===== src/rtl/axi_config_regfile.sv =====
// Config register bank fed by the AXI write bridge: byte-strobed writes, flat
// cfg outputs, a 1-cycle read port, RO status words, pulse words and an error counter.
module axi_config_regfile #(
   parameter int                     ADDR_WIDTH = 32,
   parameter int                     DATA_WIDTH = 32,
   parameter int                     STRB_WIDTH = DATA_WIDTH / 8,
   parameter int                     NUM_REGS   = 16,
   parameter logic [ADDR_WIDTH-1:0]  BASE_ADDR  = {ADDR_WIDTH{1'b0}},
   parameter logic [NUM_REGS-1:0]    RO_MASK    = {NUM_REGS{1'b0}},
   parameter logic [NUM_REGS-1:0]    PULSE_MASK = {NUM_REGS{1'b0}}
) (
   input  logic                           clk,
   input  logic                           rst_n,
   input  logic                           wr,
   input  logic [ADDR_WIDTH-1:0]          waddr,
   input  logic [DATA_WIDTH-1:0]          wdata,
   input  logic [STRB_WIDTH-1:0]          wstrb,
   input  logic                           rd,
   input  logic [ADDR_WIDTH-1:0]          raddr,
   output logic [DATA_WIDTH-1:0]          rdata,
   output logic                           rvalid,
   output logic                           rerr,
   output logic                           wr_err,
   output logic [7:0]                     err_count,
   input  logic [NUM_REGS*DATA_WIDTH-1:0] status_in,
   output logic [NUM_REGS*DATA_WIDTH-1:0] cfg_out
);

   localparam int IDX_W      = (NUM_REGS > 1) ? $clog2(NUM_REGS) : 1;
   localparam int LANE_SHIFT = (STRB_WIDTH > 1) ? $clog2(STRB_WIDTH) : 0;
   localparam logic [DATA_WIDTH-1:0] ZERO_WORD = {DATA_WIDTH{1'b0}};

   // {in_range, word index}; byte-lane bits below the word stride are dropped
   function automatic logic [IDX_W:0] decode(input logic [ADDR_WIDTH-1:0] addr);
      logic [ADDR_WIDTH-1:0] word;
      word = (addr - BASE_ADDR) >> LANE_SHIFT;
      return {(addr >= BASE_ADDR) && (word < ADDR_WIDTH'(NUM_REGS)), word[IDX_W-1:0]};
   endfunction

   function automatic logic [DATA_WIDTH-1:0] merge_bytes(
      input logic [DATA_WIDTH-1:0] old_word,
      input logic [DATA_WIDTH-1:0] new_word,
      input logic [STRB_WIDTH-1:0] strb
   );
      logic [DATA_WIDTH-1:0] res;
      res = old_word;
      for (int b = 0; b < STRB_WIDTH; b++) begin
         if (strb[b]) res[b*8 +: 8] = new_word[b*8 +: 8];
         else         res[b*8 +: 8] = old_word[b*8 +: 8];
      end
      return res;
   endfunction

   logic [DATA_WIDTH-1:0] regs_r [NUM_REGS];
   logic [DATA_WIDTH-1:0] rdata_r;
   logic                  rvalid_r;
   logic                  rerr_r;
   logic                  wr_err_r;
   logic [7:0]            err_count_r;

   logic                  win_s, rin_s;
   logic [IDX_W-1:0]      widx_s, ridx_s;
   logic                  wr_ok_s, wr_bad_s;
   logic [DATA_WIDTH-1:0] rword_s;

   assign {win_s, widx_s} = decode(waddr);
   assign {rin_s, ridx_s} = decode(raddr);

   // Classify the current write as accepted or rejected
   always_comb begin
      wr_ok_s  = 1'b0;
      wr_bad_s = 1'b0;
      if (wr) begin
         if (win_s && !RO_MASK[widx_s]) wr_ok_s  = 1'b1;
         else                           wr_bad_s = 1'b1;
      end else begin
         wr_ok_s  = 1'b0;
         wr_bad_s = 1'b0;
      end
   end

   // Read mux: RO words expose live status, others the pre-write register value
   always_comb begin
      rword_s = ZERO_WORD;
      if (rin_s) begin
         if (RO_MASK[ridx_s]) rword_s = status_in[ridx_s*DATA_WIDTH +: DATA_WIDTH];
         else                 rword_s = regs_r[ridx_s];
      end else begin
         rword_s = ZERO_WORD;
      end
   end

   // Register storage, pulse-word clearing and write-error accounting
   always_ff @(posedge clk) begin
      if (!rst_n) begin
         for (int i = 0; i < NUM_REGS; i++) regs_r[i] <= ZERO_WORD;
         wr_err_r    <= 1'b0;
         err_count_r <= 8'h00;
      end else begin
         for (int i = 0; i < NUM_REGS; i++) begin
            if (PULSE_MASK[i]) regs_r[i] <= ZERO_WORD;
         end
         // A pulse word merges onto zero so only the bytes written this cycle show
         if (wr_ok_s) begin
            regs_r[widx_s] <= merge_bytes(PULSE_MASK[widx_s] ? ZERO_WORD : regs_r[widx_s],
                                          wdata, wstrb);
         end
         wr_err_r <= wr_bad_s;
         if (wr_bad_s && (err_count_r != 8'hFF)) err_count_r <= err_count_r + 8'h01;
      end
   end

   // Read response pipeline; rdata holds between responses
   always_ff @(posedge clk) begin
      if (!rst_n) begin
         rdata_r  <= ZERO_WORD;
         rvalid_r <= 1'b0;
         rerr_r   <= 1'b0;
      end else begin
         rvalid_r <= rd;
         rerr_r   <= rd && !rin_s;
         if (rd) rdata_r <= rword_s;
      end
   end

   genvar g;
   generate
      for (g = 0; g < NUM_REGS; g++) begin : g_cfg
         assign cfg_out[g*DATA_WIDTH +: DATA_WIDTH] = RO_MASK[g] ? ZERO_WORD : regs_r[g];
      end
   endgenerate

   assign rdata     = rdata_r;
   assign rvalid    = rvalid_r;
   assign rerr      = rerr_r;
   assign wr_err    = wr_err_r;
   assign err_count = err_count_r;

endmodule


===== config.mk =====
export PLATFORM = sky130hd
export DESIGN_NAME = axi_config_regfile
export DESIGN_NICKNAME = d
export VERILOG_FILES = /design/src/rtl/axi_config_regfile.sv
export SDC_FILE = /design/constraint.sdc
export NUM_CORES = 1
export LEC_CHECK = 0
export ABC_AREA = 1
export ABC_CLOCK_PERIOD_IN_PS = 2100
export CAP_MARGIN = 20
export CORE_AREA = 2 2 461 463
export CTS_CLUSTER_DIAMETER = 50
export DETAILED_ROUTE_END_ITERATION = 12
export DIE_AREA = 0 0 463 465
export PLACE_DENSITY = 0.34
export SKIP_CTS_REPAIR_TIMING = 1
export SLEW_MARGIN = 0
export SYNTH_ARGS = -nofsm -noshare
export SYNTH_HDL_FRONTEND = slang
export SYNTH_SLANG_ARGS = --single-unit

===== constraint.sdc =====
create_clock -name clk -period 2.1 [get_ports clk]
set_input_delay 0.42 -clock clk [delete_from_list [all_inputs] [get_ports clk]]
set_output_delay 0.42 -clock clk [all_outputs]
set_load 0.05 [all_outputs]

=== Word level (Yosys, flattened, before mapping) ===
Memory sizes are Yosys's and may differ from the RTL's.
Cells that the tools add are included.

* Register bits: 43
* Bits in writable memories: 512
* ROM bits: 32
* Input bits: 616
* Output and inout port bits: 555
* Word-level logic and storage cells: 61
* Memories kept: 3

* Add/subtract/negate cells: 1
* Order comparisons: 6
* Equal/unequal tests: 5
* Shift operators: 1
* Muxes and demuxes: 28
* Reduce and logical (&&, ||, !) cells: 12

{| class="wikitable"
|+ Memories
! memory !! depth !! bits a word !! read ports !! clocked after Yosys merged registers in !! wr ports !! RTL line !! RTL
|-
| regs_r || 16 || 32 || 17 || 0 || 16 || 54 || <nowiki>logic [DATA_WIDTH-1:0] regs_r [NUM_REGS];</nowiki>
|-
| (no name shown) || 16 || 1 || 1 || 0 || 0 || 105 || <nowiki>regs_r[widx_s] <= merge_bytes(PULSE_MASK[widx_s] ? ZERO_WORD : regs_r[widx_s],</nowiki>
|-
| (no name shown) || 16 || 1 || 1 || 0 || 0 || 86 || <nowiki>if (RO_MASK[ridx_s]) rword_s = status_in[ridx_s*DATA_WIDTH +: DATA_WIDTH];</nowiki>
|}

{| class="wikitable"
|+ Operators by type and width
! kind !! count
|-
| 512-bit by 10-bit variable part select with 32-bit output || 1
|-
| 32-bit 2-to-1 mux || 4
|-
| 8-bit 2-to-1 mux || 12
|-
| 32-bit by 1-bit >= comparator with 1-bit output (second input constant) || 2
|-
| 30-bit by 5-bit < comparator with 1-bit output (second input constant) || 2
|-
| 32-bit OR reduction || 1
|-
| 4-bit inequality test (second input constant) || 4
|-
| 4-bit by 5-bit < comparator with 1-bit output (second input constant) || 2
|-
| 1-bit 2-to-1 mux || 10
|-
| 8-bit by 1-bit adder with 8-bit output (second input constant) || 1
|-
| 4-bit 2-to-1 mux || 2
|-
| 8-bit inequality test (second input constant) || 1
|-
| 2-bit AND reduction || 4
|-
| 1-bit logical AND || 5
|-
| 1-bit logical NOT || 2
|}

=== Depth between registers and ports, before layout ===
Gate-level depths: netlist of run 1.

* Depth in word-level cells: 12
* Depth in mapped cells: 11

=== Least setup slack after synthesis of run 1 ===
No wires, ideal clock.

* Kind: input port to flip-flop
* Start: input port waddr[24]
* End: memory regs_r[0][16] (enable)
* Arrival: 1657 ps
* Data required time: 1771 ps
* Slack: 114 ps
* Cell stages on the path: 9
* Buffers on the path: 2
* Cell sequence: nor2_1 -> nand3_1 -> nor2_2 -> nand3_4 -> inv_2 -> buf_6 -> buf_8 -> nand4_4 -> nand2_1

{| class="wikitable"
|+ RTL lines
! element !! RTL line !! RTL
|-
| start: declaration || 15 || <nowiki>input logic [ADDR_WIDTH-1:0] waddr,</nowiki>
|-
| end: declaration || 54 ||
|}

==> impl_metrics.env, run 1 <==
export IMPL_die_area_sq_mm=0.215
export IMPL_hold_class="in2reg"
export IMPL_finalHoldViolCount=0
export IMPL_syn_nets=3232
export IMPL_cp_arrival_ns=2.46
export IMPL_crit_path_end_kind="flip-flop"
export IMPL_post_route_util_pct=19.4
export IMPL_clock_power_share_pct=45.4
export IMPL_post_drt_wl_per_cell_um=26.8
export IMPL_max_freq_ghz=0.489
export IMPL_drtIter0Drc=2141
export IMPL_drive_gt1_share_pct=31.6
export IMPL_worstHoldPathCells=4
export IMPL_fin_worst_skew_ns=0.0278
export IMPL_finalCritPeriodShare_pct=97.3
export IMPL_combPwrFrac_pct=16.6
export IMPL_drt_total_wl_um=173000
export IMPL_dp_hpwl_um=139000
export IMPL_core_area_sq_mm=0.211
export IMPL_drcViolationCount=0
export IMPL_overflow=0
export IMPL_grt_pass1_vias=24000
export IMPL_synth_seq_cells=555
export IMPL_clock_root_buffer="clkbuf_16"
export IMPL_power_internal_uw=23900
export IMPL_yosys_area_top_type_share_pct=59.5
export IMPL_post_route_min_period_ns=2.04
export IMPL_postRouteAntennaNets=0
export IMPL_p_seq_share_pct=38.1
export IMPL_final_cells=6447
export IMPL_port_buffers=654
export IMPL_setup_ws_ns=0.0570
export IMPL_min_from="rst_n"
export IMPL_start_util_pct=12.3
export IMPL_rows=169
export IMPL_worst_setup_path_start_kind="input pin"
export IMPL_busiest_layer="met2"
export IMPL_r2r_end="err_count[6]"
export IMPL_syn_inst=2615
export IMPL_worstRegToRegCells=8
export IMPL_tightestPinTransition_ns=0.589
export IMPL_met2_usage_pct=26.1
export IMPL_p_per_area_mw_per_mm2=852
export IMPL_grt_max_degree=60
export IMPL_swShare_pct=31.6
export IMPL_dr_pass1_iters=7
export IMPL_power_switching_uw=11000
export IMPL_insertion_delay_ns=0.73
export IMPL_die_x_um=463
export IMPL_vias=24100
export IMPL_grt_pass1_wl_um=228000
export IMPL_cts_sinks=555
export IMPL_ys_async_sr_fraction_pct=0
export IMPL_fin_hold_ws_ns=0.299
export IMPL_critPathKind="in2reg"
export IMPL_area_delta_synth_final_pct=58.6
export IMPL_syn_avg_cell_area_sq_um=9.88
export IMPL_ff2ff_setup_slack_ns=0.57
export IMPL_r2r_start="err_count[0]"
export IMPL_grt_met3_usage_pct=3.87
export IMPL_yosys_top_cells_area="edfxtp_1 60%, nand2_1 9.5%, nand3_1 9.4%"
export IMPL_synth_edf_count=512
export IMPL_synth_cell_types=26
export IMPL_required_ns=2.52
export IMPL_ys_seq_area_share_pct=62.8
export IMPL_nets=4156
export IMPL_die_h_um=465
export IMPL_outcome="complete, no violations"
export IMPL_fin_tns_setup_ns=0
export IMPL_htree_levels=3
export IMPL_use_met1_pct=20.0
export IMPL_viasPerCell=3.73
export IMPL_synth_ff_type="edfxtp_1"
export IMPL_cts_buffers_inserted=95
export IMPL_setup_viol=0
export IMPL_antenna_found_initial=17
export IMPL_cts_tree="built"
export IMPL_place_gp_congestion=0.812
export IMPL_maxCapViolations=0
export IMPL_ios=1171
export IMPL_syn_area_sq_mm=0.0258
export IMPL_crit_path_max_fanout=12
export IMPL_rsz0062_at_grt="false"
export IMPL_track_usage_pct=15.6
export IMPL_leakage_uw=0.0165
export IMPL_cts_max_path_buffers=3
export IMPL_yosysWarnings=0
export IMPL_place_inst=6263
export IMPL_clk_pin_slew_ns=0.05
export IMPL_vdd_drop_max_mv=0.613
export IMPL_maxSlewViolCount=0
export IMPL_place_worst_setup_slack_ns=-0.706
export IMPL_synth_top_cell_by_area="edfxtp_1"
export IMPL_holdPathEnd="wr_err"
export IMPL_slew_limit_headroom_pct=60.6
cells by family (layout without fill, tap and decap cells):
group | Yosys count | after routing | synth area share [%]
and+or+nand+nor | 1780 | 1780 | 32.2
DFF | 555 | 555 | 62.8
buffers and inverters | 233 | 1240 | 3.94
AOI/OAI and AO/OA | 42 | 42 | 0.818
xor gates and xnor gates | 4 | 4 | 0.136
adders and majority gates | 1 | 1 | 0.0484
other | 0 | 4 | 0
worst max path at each step:
stage | slack (ns) | startpoint | to | cells after the start
6_report | 0.06 | waddr[28] | regs_r[9][12] | 11
5_1_grt | 0.003 | regs_r[15][2] | cfg_out[482] | 1
4_1_cts | -0.39 | err_count[5] | err_count[5] | 1
3_5_place_dp | -0.71 | waddr[28] | regs_r[9][14] | 11
3_3_place_gp | -0.71 | waddr[28] | regs_r[11][16] | 11
2_1_floorplan | 0.11 | waddr[24] | regs_r[0][16] | 9
cells in the mapped netlist, types with 4 or more instances:
cell / n
buf_8: 5
inv_2: 6
buf_4: 6
nand4_2: 15
clkbuf_1: 97
nor2_2: 4
a21oi_1: 39
nor2_1: 561
nand3_1: 485
edfxtp_1: 512
buf_1: 18
buf_2: 46
nand4_1: 8
inv_1: 53
dfxtp_1: 43
nand4_4: 49
nand2_1: 656
metrics by stage:
step | area, sq um | total power, uW
after global placement | 37700 | 19400
after CTS | 41000 | 35500
final | 41000 | 34900
after global routing | 41000 | 36100
after floorplan | 25800 | 16100
after detailed placement | 37700 | 19400
placed cells by master (no fill, tap or decap), types with 39 or more instances in the layout:
master,count
a21oi_1,39
buf_12,109
buf_4,785
clkbuf_16,97
clkdlybuf4s50_1,91
dfxtp_1,43
edfxtp_1,512
inv_1,48
nand2_1,656
nand3_1,485
nand4_4,49
nor2_1,557
per-layer routing:
| metal | routed length (um) | vias up |
|---|---|---|
| li1 | - | 10800 |
| met1 | 74700 | 12100 |
| met2 | 82500 | 957 |
| met3 | 11100 | 167 |
| met4 | 4630 | 8 |
| met5 | 42 | - |
area by class of cell:
class / instances / area [sq um]
clock buffer: 113 / 2530
fill: 23400 / 170000
multi-input combinational: 1827 / 8600
tap: 2821 / 3530
antenna: 4 / 10.0
inverter: 60 / 245
sequential: 555 / 16200
clock inverter: 67 / 697
timing repair buffer: 1000 / 9120
power groups by stage:
| stage | Clock (uW) | Sequential, uW | Combinational, uW |
|---|---|---|---|
| after floorplan | 0 | 14900 | 1210 |
| after detailed placement | 0 | 13500 | 5900 |
| after global placement | 0 | 13500 | 5890 |
| final | 15800 | 13300 | 5780 |
| after CTS | 16200 | 13300 | 5910 |
| after global routing | 16700 | 13300 | 6080 |
state kept, by name (all words and copies together) (netlist names):
name and cells:
rvalid 1, rerr 1, rdata 32, regs_r 512, wr_err 1, err_count 8
critical path: stages:
cell             delay, ns
clkdlybuf4s50_1       0.50
nor2_1                0.26
nand3_1               0.12
nor2_2                0.14
nand3_4               0.14
inv_6                 0.11
buf_12                0.17
buf_12                0.18
nand4_4               0.08
nand2_1               0.14
buf_4                 0.16
Power figures use the tool's default switching activity.
==> inputs of run 2 (changes only) <==
Settings changed: GPL_ROUTABILITY_DRIVEN set to 0.
==> results of run 2 <==
The final DEF is identical to that of run 1; final timing and power are the same.
